### src/rtl/decoder_pkg.sv
// Shared types and helpers for the pulse decoder: FSM state encoding,
// a constant-foldable clog2, and the default hold/gap lengths.
package decoder_pkg;

  typedef enum logic [1:0] {
    ST_IDLE  = 2'd0,
    ST_DRIVE = 2'd1,
    ST_GAP   = 2'd2
  } state_e;

  localparam int HOLD_DEF = 3;
  localparam int GAP_DEF  = 1;

  function automatic int clog2(input int v);
    int r;
    r = 0;
    while ((1 << r) < v) r = r + 1;
    return r;
  endfunction

endpackage

### src/rtl/pulse_decoder_2x4_pulse_timer.sv
// Loadable down-counter; done is high while the count sits at zero.
// The count saturates at zero, so it only restarts on an explicit load.
module pulse_timer #(
  parameter int W = 2
) (
  input  logic         clk,
  input  logic         rst_n,
  input  logic         load,
  input  logic [W-1:0] value,
  output logic         done
);

  logic [W-1:0] cnt;

  always_ff @(posedge clk or negedge rst_n) begin
    if (!rst_n) begin
      cnt <= '0;
    end else if (load) begin
      cnt <= value;
    end else if (cnt != '0) begin
      cnt <= cnt - 1'b1;
    end
  end

  assign done = (cnt == '0);

endmodule

### src/rtl/pulse_decoder_2x4.sv
// Turns an encoded index (y, z) into a one-hot strobe held HOLD cycles,
// followed by GAP idle cycles. Define PULSE_DECODER_SKID_EN for a one-entry skid buffer.
//
// Handshake: a transfer happens on a rising edge where in_valid and in_ready
// are both 1; in_y/in_z are sampled only then. in_valid may drop at any time
// while in_ready is 0 without effect.
module pulse_decoder_2x4
  import decoder_pkg::*;
#(
  parameter int N_OUT = 4,
  parameter int HOLD  = HOLD_DEF,
  parameter int GAP   = GAP_DEF
) (
  input  logic                    clk,
  input  logic                    rst_n,
  input  logic                    in_valid,
  output logic                    in_ready,
  input  logic [clog2(N_OUT)-1:0] in_y,
  input  logic                    in_z,
  output logic [N_OUT-1:0]        w_out,
  output logic                    busy,
  output logic                    err
);

  localparam int IDX_W   = clog2(N_OUT);
  localparam int MAXV    = (HOLD > GAP) ? HOLD : GAP;
  localparam int CNT_W   = (clog2(MAXV) > 0) ? clog2(MAXV) : 1;
  localparam int HOLD_LD = HOLD - 1;
  localparam int GAP_LD  = (GAP > 0) ? GAP - 1 : 0;
  localparam logic [N_OUT-1:0] ONE = 1;

  state_e             state, state_d;
  logic [N_OUT-1:0]   w_d;
  logic               err_d;
  logic               ld;
  logic [CNT_W-1:0]   ld_val;
  logic               done;
  logic               xfer;

  assign xfer = in_valid && in_ready;
  assign busy = (state != ST_IDLE);

`ifdef PULSE_DECODER_SKID_EN
  logic             buf_full;
  logic [IDX_W-1:0] buf_idx;
  logic             buf_set, buf_clr;

  assign in_ready = (state == ST_IDLE) || !buf_full;

  always_ff @(posedge clk or negedge rst_n) begin
    if (!rst_n) begin
      buf_full <= 1'b0;
      buf_idx  <= '0;
    end else if (buf_set) begin
      buf_full <= 1'b1;
      buf_idx  <= in_y;
    end else if (buf_clr) begin
      buf_full <= 1'b0;
    end
  end
`else
  assign in_ready = (state == ST_IDLE);
`endif

  always_comb begin
    state_d = state;
    w_d     = w_out;
    err_d   = 1'b0;
    ld      = 1'b0;
    ld_val  = CNT_W'(HOLD_LD);
`ifdef PULSE_DECODER_SKID_EN
    buf_set = 1'b0;
    buf_clr = 1'b0;
    if (state != ST_IDLE && xfer) begin
      if (in_z) buf_set = 1'b1;
      else      err_d   = 1'b1;
    end
`endif
    case (state)
      ST_IDLE: begin
        if (xfer) begin
          if (in_z) begin
            state_d = ST_DRIVE;
            w_d     = ONE << in_y;
            ld      = 1'b1;
          end else begin
            err_d = 1'b1;
          end
        end
      end
      ST_DRIVE, ST_GAP: begin
        if (done) begin
          w_d = '0;
          if (state == ST_DRIVE && GAP > 0) begin
            state_d = ST_GAP;
            ld      = 1'b1;
            ld_val  = CNT_W'(GAP_LD);
          end else begin
            state_d = ST_IDLE;
`ifdef PULSE_DECODER_SKID_EN
            // Chain straight into the next pulse: buffered request first,
            // otherwise one arriving exactly as this phase ends.
            if (buf_full) begin
              state_d = ST_DRIVE;
              w_d     = ONE << buf_idx;
              ld      = 1'b1;
              buf_clr = 1'b1;
            end else if (xfer && in_z) begin
              state_d = ST_DRIVE;
              w_d     = ONE << in_y;
              ld      = 1'b1;
              buf_set = 1'b0;
            end
`endif
          end
        end
      end
      default: begin
        state_d = ST_IDLE;
        w_d     = '0;
      end
    endcase
  end

  always_ff @(posedge clk or negedge rst_n) begin
    if (!rst_n) begin
      state <= ST_IDLE;
      w_out <= '0;
      err   <= 1'b0;
    end else begin
      state <= state_d;
      w_out <= w_d;
      err   <= err_d;
    end
  end

  pulse_timer #(.W(CNT_W)) u_timer (
    .clk   (clk),
    .rst_n (rst_n),
    .load  (ld),
    .value (ld_val),
    .done  (done)
  );

endmodule

### config.mk
export PLATFORM = sky130hd
export DESIGN_NAME = pulse_decoder_2x4
export DESIGN_NICKNAME = d
export VERILOG_FILES = /design/src/rtl/decoder_pkg.sv /design/src/rtl/pulse_decoder_2x4_pulse_timer.sv /design/src/rtl/pulse_decoder_2x4.sv
export SDC_FILE = /design/constraint.sdc
export NUM_CORES = 1
export LEC_CHECK = 0
export CAP_MARGIN = 10
export CORE_AREA = 8 8 45 47
export DETAILED_ROUTE_END_ITERATION = 10
export DIE_AREA = 0 0 53 55
export PLACE_DENSITY = 0.64
export SLEW_MARGIN = 20
export SYNTH_ARGS = -nofsm -noshare
export SYNTH_HDL_FRONTEND = slang
export SYNTH_SLANG_ARGS = --single-unit
### constraint.sdc
create_clock -name clk -period 1.63 [get_ports clk]
set_input_delay 0.163 -clock clk [delete_from_list [all_inputs] [get_ports clk]]
set_output_delay 0.163 -clock clk [all_outputs]
set_load 0.03 [all_outputs]
After elaboration in Yosys (flattened, before gate mapping)
Index checks and enable logic that the tools add are counted.
W data, S select, Z words.
- register bits after elaboration: 9
- output and inout port bits: 7
- word-level logic and storage cells: 41
- input bits: 6
- add/sub/neg operators: 1
- shift operators: 1
- reduce and logical (&&, ||, !) cells: 8
- equal/unequal tests: 5
- mux-type cells: 22
- operator list (kind ; number):
    $mux W2 ; 9
    $mux W4 ; 3
    $pmux W4 S2 ; 1
    $mux W1 ; 7
    $reduce_bool A2 Y1 ; 3
    $logic_not A2 Y1 ; 2
    $ne A2 B1 Y1 const B ; 2
    $pmux W2 S2 ; 1
    $shl A1 B2 Y4 const A ; 1
    $reduce_and A3 Y1 ; 1
    $eq A2 B1 Y1 const B ; 1
    $eq A2 B2 Y1 const B ; 1
    $ne A2 B2 Y1 const B ; 1
    $pmux W1 S2 ; 1
    $reduce_or A2 Y1 ; 1
    $sub A2 B1 Y2 const B ; 1
    $logic_and A1 B1 Y1 ; 1

Longest topological paths before layout
Gate-level depths: netlist (run 1).
- depth in word-level cells: 5
- gate-level depth with buffers: 5

Hierarchy
A second synthesis (run 1) with hierarchy kept.
- cells, all modules: 56
- area total of the unflattened synthesis: 550.5 sq um
- modules (own cells, without submodules) (module ; area an instance (sq um) ; times used ; sequential area each (sq um) ; cells an instance):
    pulse_decoder_2x4 ; 436.7 ; 1 ; 175.2 ; 44
    pulse_timer ; 113.9 ; 1 ; 50.0 ; 12

Worst setup path after synthesis (run 1)
OpenSTA, ideal clock, no wires.
- path type: register -> register
- start point: reg state[1]
- end point: reg w_out[2]
- arrival time: 1.599 ns
- clock period less this slack: 1.664 ns
- slack: -0.034 ns
- cell stages (with the launch flop): 6
- path through: dfrtp_1 > inv_1 > ha_1 > inv_1 > nor3b_1 > mux2_2
- longest elaborated chain between the ends: 4
- elaborated cells on any way between the ends: 10
- classes of those cells: eq/ne: 5; mux: 1; reduce/logical: 4
- RTL lines (element ; line ; source):
    from (decl) ; pulse_decoder_2x4.sv:32 ; state_e state, state_d;
    from (signal assigned) ; pulse_decoder_2x4.sv:131 ; state <= state_d;
    $logic_not A2 Y1 * ; pulse_decoder_2x4.sv:62 ; assign in_ready = (state == ST_IDLE);
    net in_ready ; pulse_decoder_2x4.sv:17 ; output logic in_ready,
    $logic_and A1 B1 Y1 ; pulse_decoder_2x4.sv:40 ; assign xfer = in_valid && in_ready;
    $ne A2 B1 Y1 (no source line) ; n/a ;
    $reduce_and A3 Y1 (no source line) ; n/a ;
    to (signal assigned) ; pulse_decoder_2x4.sv:132 ; w_out <= w_d;
    to (decl) ; pulse_decoder_2x4.sv:20 ; output logic [N_OUT-1:0] w_out,
Mark *: on every way through the listed nets, which the timed path passes. The rest lies on a longest branch.
A chain may end at the register's enable or synchronous reset.

Final worst setup path (run 1)
- start point: reg state[1]
- end point: reg w_out[0]
- longest elaborated chain between the ends: 4
- elaborated cells on any way between the ends: 10
- classes of those cells: eq/ne: 5; mux: 1; reduce/logical: 4
- RTL lines (element ; line ; source):
    $eq A2 B1 Y1, or another cell as far along ; pulse_decoder_2x4.sv:79 ; case (state)
    $reduce_or A2 Y1 / $logic_and A1 B1 Y1 (equally long branches) ; pulse_decoder_2x4.sv:79, pulse_decoder_2x4.sv:40 ;
    $ne A2 B2 Y1 (no source line) / $ne A2 B1 Y1 (equally long branches) ; n/a ;
    $reduce_and A3 Y1 (no source line) ; n/a ;
Several ways; a longest one is shown, not always the timed one.

==> summary.md, run 1 <==
| Metric | Value |
|---|---|
| Share of layout cells above drive strength 1 | `0.323` |
| CTS Sinks | `9` |
| Commonest non-fill, non-tap cells in the layout | `clkdlybuf4s50_1 (10), dfrtp_1 (9), mux2_4 (5), ha_1 (5), buf_4 (5)` |
| DRT Wirelength | `987 um` |
| Drt pass-1 iters | `1` |
| Final worst path period share | `0.967` |
| Initial core utilization | `0.367` |
| CTS tree | `built` |
| Leakage | `0.353 nW` |
| Worst flop-to-flop path startpoint | `state[1]$_DFFE_PN0P_` |
| Worst Tran Pin Value | `0.431 ns` |
| R2r endpoint | `w_out[0]$_DFFE_PN0P_` |
| Worst clock skew | `0.00171 ns` |
| Clock Path Buffers | `2` |
| CP delay by family, top | `flip-flops` |
| Total chip power | `1.51 mW` |
| Slowest Stage Delay on Critical Path | `0.40 ns` |
| Worst-path clk slew | `0.06 ns` |
| Max cap viols | `0` |
| Vias in the first global route | `369` |
| Pin count of the biggest net entering global routing | `10` |
| Antenna diodes | `0` |
| Synth area leader | `dfrtp_1` |
| DRT iter0 DRCs | `0` |
| Core Rows | `14` |
| Worst Reg-to-Reg Cells | `6` |
| Number of buffers created by CTS | `3` |
| Ranking of synthesized cells by area | `dfrtp_1 (44%), ha_1 (15%), mux2_2 (13%)` |
| Post-Synthesis Mean Instance Area | `11.3 sq um` |
| Most common cell after layout, fill and taps aside | `clkdlybuf4s50_1` |
| Initial antenna violation count | `0` |
| Final nets | `78` |
| First-pass GRT wire length | `1.54 mm` |
| Startpoint Class | `flip-flop` |
| Core area | `1380 sq um` |
| Relative slew margins | `0.712` |
| Syn Nets | `57` |
| Fillcell total | `135` |
| CP arrival | `1.72 ns` |
| Final min period | `1.58 ns` |
| Total global-route track usage | `0.0725` |
| Die H | `55 um` |
| Final ANT Viol Nets | `0` |
| Register area share after synthesis | `0.443` |
| Area growth syn-to-layout | `42.6%` |
| Die X-Extent | `53 um` |
| Power Dens Cells | `2080 nW/um^2` |
| H-tree lvl count | `1` |
| Vias per cell | `4.58` |
| CP max FO | `3` |
| Final Max Tran Viols | `0` |
| DR vias | `371` |
| Worst Hold Class | `in -> async` |
| Post-DP HPWL | `757 um` |
| Synthesized cell area | `508 sq um` |
| Final core occ | `0.524` |
| Final hold vios | `0` |
| Reg-to-reg slack, setup | `0.05 ns` |
| WS Path Type | `reg -> reg` |
| Synth Register Bits | `9` |
| Port-buffer cells | `12` |
| Worst vdd rail ir drop | `992 uV` |
| Cells after synthesis | `45` |
| Outcome | `finished, final reports clean` |
| Critical path capture point type | `flip-flop` |
| CP Data Required Time | `1.77 ns` |
| Drt drc | `0` |
| Share of the synthesized area in the top cell type | `0.443` |
| I/O pins | `13` |
| Clk_lat worst skew | `0.25 ns` |
| Die ar. | `2920 sq um` |
| CP max stage cell | `dfrtp_1` |
| Fmax | `634 MHz` |
| YS warnings | `0` |
| Yosys cell types | `17` |
| Worst Path Buf+Inv | `2` |
| Crit path cell chain | `inv_2 -> ha_2 -> nor2b_2 -> a21oi_4 -> buf_4 -> mux2_2` |
| Avg WL per Cell | `12.2 um` |
| Final setup fails | `0` |
| Gp weighted congestion | `0.721` |
| Clock root buffer | `clkbuf_4` |
| Grt ovf | `0` |
==> metrics by stage <==
stage	setup TNS [ns]	hold slack (ns)	worst slack [ns]	instance area [sq um]	instances
floorplan	0	-0.133	0.0866	510	45
global placement	0	0.494	0.0494	661	75
detailed placement	0	0.498	0.0328	661	75
CTS	0	0.220	0.0169	687	79
global route	-0.00384	0.226	-0.00384	724	81
finish	0	0.213	0.0530	724	81
==> cells in the mapped netlist, drive strengths merged <==
cell type and n:
a21oi 3, and3 1, and4b 1, dfrtp 9, ha 6, inv 5
mux2 6, nand2 4, nand2b 1, nand3 1, nor2 2, nor2b 1
nor3 1, nor3b 2, o2bb2ai 1, or2 1
==> metal layers <==
layer / global-route usage / up-vias / routed length (um)
li1: - / 191 / -
met1: 0.0802 / 173 / 419
met2: 0.115 / 7 / 508
met3: 0.0481 / 0 / 59
met4: 0.0129 / 0 / 0
met5: 0 / - / 0
==> registers in the layout, summed over array words and instances (netlist names) <==
| signal | count |
|---|---|
| w_out | 4 |
| state | 2 |
| u_timer.cnt | 2 |
| err | 1 |
==> area by class of cell <==
type	instances	area, sq um	share of cell area
Clock buffer	4	26.3	0.0363
Inverter	5	18.8	0.0259
Multi-Input combinational cell	31	285	0.394
Sequential cell	9	225	0.311
Tap cell	16	20.0	0.0276
Timing Repair Buffer	16	149	0.206
==> logic make-up after synthesis <==
group	share of synthesized area
buf+inv	0.0369
flops	0.443
fa+ha+maj	0.148
compound gates	0.0690
mux	0.133
simple gates	0.170
==> where the power goes <==
group / total (mW) / switching [mW] / internal [mW]
Sequential: 0.358 / 0.0478 / 0.310
Clock: 0.167 / 0.0733 / 0.0940
Combinational: 0.985 / 0.466 / 0.520
==> timing repair <==
item                                    CTS  global route
buffers inserted                          0             2
resized for setup                         0             7
endpoints found under the setup margin    0             6
hold buffers                              0             0
==> worst max-delay path by stage <==
| stage | from | endpoint | slack [ns] | cells after the start |
|---|---|---|---|---|
| 2_1_floorplan | state[1]$_DFFE_PN0P_ | state[0]$_DFFE_PN0P_ | 0.09 | 5 |
| 3_5_place_dp | state[1]$_DFFE_PN0P_ | w_out[3]$_DFFE_PN0P_ | 0.03 | 5 |
| 4_1_cts | state[1]$_DFFE_PN0P_ | w_out[3]$_DFFE_PN0P_ | 0.02 | 5 |
| 5_1_grt | state[1]$_DFFE_PN0P_ | w_out[0]$_DFFE_PN0P_ | -0.004 | 6 |
| 3_3_place_gp | state[1]$_DFFE_PN0P_ | w_out[1]$_DFFE_PN0P_ | 0.05 | 5 |
| 6_report | state[1]$_DFFE_PN0P_ | w_out[0]$_DFFE_PN0P_ | 0.05 | 6 |
No activity file was read; power rests on OpenSTA's default activity.
==> run 2, diff against run 1 <==
--- a/config.mk
+++ b/config.mk
@@ -10,6 +10,7 @@
 export DETAILED_ROUTE_END_ITERATION = 10
 export DIE_AREA = 0 0 53 55
 export PLACE_DENSITY = 0.64
+export SETUP_SLACK_MARGIN = 0.2
 export SLEW_MARGIN = 20
 export SYNTH_ARGS = -nofsm -noshare
 export SYNTH_HDL_FRONTEND = slang
==> summary.md, run 2 (synthesis gave the netlist of run 1 again) <==
| Metric | Value |
|---|---|
| Initial core utilization | `0.367` |
| Total global-route track usage | `0.0946` |
| Post-Layout Cell Count | `82` |
| Final ANT Viol Nets | `0` |
| Placed cells | `75` |
| Die X-Extent | `53 um` |
| Vias in the first global route | `424` |
| Largest regs | `w_out (4), state (2), u_timer.cnt (2)` |
| CTS Hold Buffers Added | `0` |
| Relative slew margins | `0.725` |
| Antenna diodes | `0` |
| CP delay by family, top | `flip-flops` |
| Drt pass-1 iters | `4` |
| Final hold vios | `0` |
| Port-buffer cells | `12` |
| Critical path depth | `5` |
| CP max stage cell | `dfrtp_1` |
| DRT iter0 DRCs | `2` |
| DRT Wirelength | `1.15 mm` |
| Reg-to-reg slack, setup | `0.11 ns` |
| Core Rows | `14` |
| Leakage | `0.395 nW` |
| Final min period | `1.52 ns` |
| Grt ovf | `0` |
| Area growth syn-to-layout | `46.1%` |
| Gp weighted congestion | `0.752` |
| DP Worst Slack | `0.0721 ns` |
| Max FFs per register | `4` |
| Vias per cell | `4.63` |
| Slowest Stage Delay on Critical Path | `0.40 ns` |
| CP Data Required Time | `1.77 ns` |
| Commonest non-fill, non-tap cells in the layout | `dfrtp_1 (9), mux2_4 (6), clkdlybuf4s50_1 (5), buf_4 (5)` |
| WS Path Type | `reg -> reg` |
| Final worst path period share | `0.932` |
| Drt drc | `0` |
| Placed Instance Area | `703 sq um` |
| Worst Tran Pin Value | `0.412 ns` |
| Sum of negative setup slack | `0 ns` |
| Outcome | `finished, final reports clean` |
| Die H | `55 um` |
| Avg WL per Cell | `14.0 um` |
| CP arrival | `1.66 ns` |
| CTS Sinks | `9` |
| Die ar. | `2920 sq um` |
| Worst flop-to-flop path startpoint | `state[0]$_DFFE_PN0P_` |
| Initial antenna violation count | `0` |
| Post-Layout Inst Area | `742 sq um` |
| Critical Path Sink | `w_out[0]$_DFFE_PN0P_` |
| Clk_lat worst skew | `0.25 ns` |
| Share of layout cells above drive strength 1 | `0.364` |
| CP max FO | `6` |
| CTS tree | `built` |
| Max cap viols | `0` |
| DR vias | `380` |
| Worst vdd rail ir drop | `755 uV` |
| First-pass GRT wire length | `1.96 mm` |
| Worst Reg-to-Reg Cells | `5` |
| Worst clock skew | `0.00279 ns` |
| Fmax | `658 MHz` |
| Final setup fails | `0` |
| Core area | `1380 sq um` |
| RSZ-0062 raised after global routing | `yes` |
| Total chip power | `1.53 mW` |
| Power Dens Cells | `2060 nW/um^2` |
| Startpoint Class | `flip-flop` |
| Number of buffers created by CTS | `3` |
| I/O pins | `13` |
| Final Max Tran Viols | `0` |
| Crit path cell chain | `inv_2 -> ha_4 -> nor2b_4 -> a21oi_4 -> mux2_4` |
| R2r endpoint | `w_out[0]$_DFFE_PN0P_` |
| CP startpoint | `state[0]$_DFFE_PN0P_` |
| Clock root buffer | `clkbuf_4` |
| Final nets | `79` |
| Most common cell after layout, fill and taps aside | `dfrtp_1` |
| Worst Setup Slack, final | `0.110 ns` |
| Critical path capture point type | `flip-flop` |
| Worst-path clk slew | `0.06 ns` |
| Post-DP HPWL | `855 um` |
| Worst Path Buf+Inv | `1` |
| Worst Hold Class | `in -> async` |
| Biggest register | `w_out` |
| Pin count of the biggest net entering global routing | `10` |
| Clock Path Buffers | `2` |
| H-tree lvl count | `1` |
==> run 2: power breakdown <==
group	leakage, nW	internal (mW)	switching (mW)
clock	0.0150	0.0942	0.0756
combinational	0.264	0.502	0.495
sequential	0.116	0.310	0.0538
total	0.395	0.906	0.624
==> run 2: metal layers <==
metal | wire (um) | track usage | up-vias | part of all wire
li1 | - | - | 193 | -
met3 | 48 | 0.0214 | 2 | 0.042
met4 | 34 | 0.103 | 0 | 0.030
met2 | 574 | 0.150 | 6 | 0.50
met5 | 0 | 0 | - | 0
met1 | 491 | 0.0975 | 179 | 0.43
==> run 2: worst reg2reg max path, stage by stage, from the launching register on <==
cell and delay, ns:
dfrtp_1 0.40, inv_2 0.09, ha_4 0.20, nor2b_4 0.13, a21oi_4 0.26, mux2_4 0.33
==> run 2: worst min path at each step <==
stage,endpoint,cells past startpoint
6_report,w_out[2]$_DFFE_PN0P_,1
5_1_grt,u_timer.cnt[1]$_DFFE_PN0P_,1
4_1_cts,u_timer.cnt[1]$_DFFE_PN0P_,1
3_5_place_dp,w_out[1]$_DFFE_PN0P_,1
3_3_place_gp,w_out[2]$_DFFE_PN0P_,1
2_1_floorplan,err$_DFF_PN0_,0
==> run 2: repair_timing <==
action                     CTS  global route
setup endpoints to repair   12            10
buffers inserted             2             1
pin swaps                    0             1
resized for setup            8             4
==> run 2: cell type report <==
cell class,instances,area (sq um)
Inverter,5,18.8
Tap cell,16,20.0
Multi-Input combinational cell,31,307
Sequential cell,9,225
Clock buffer,4,26.3
Fill cell,126,642
Timing Repair Buffer,17,145
==> run 2: metrics by stage <==
stage / hold slack (ns) / util
floorplan: -0.133 / -
global placement: 0.500 / 0.508
detailed placement: 0.503 / 0.508
CTS: 0.227 / 0.534
global route: 0.236 / 0.536
finish: 0.204 / 0.536
==> run 3, diff against run 2 <==
--- a/config.mk
+++ b/config.mk
@@ -9,6 +9,7 @@
 export CORE_AREA = 8 8 45 47
 export DETAILED_ROUTE_END_ITERATION = 10
 export DIE_AREA = 0 0 53 55
+export HOLD_SLACK_MARGIN = 0.03
 export PLACE_DENSITY = 0.64
 export SETUP_SLACK_MARGIN = 0.2
 export SLEW_MARGIN = 20
==> results of run 3 <==
Same layout as run 2: the final DEF is identical, and so are final timing and power.
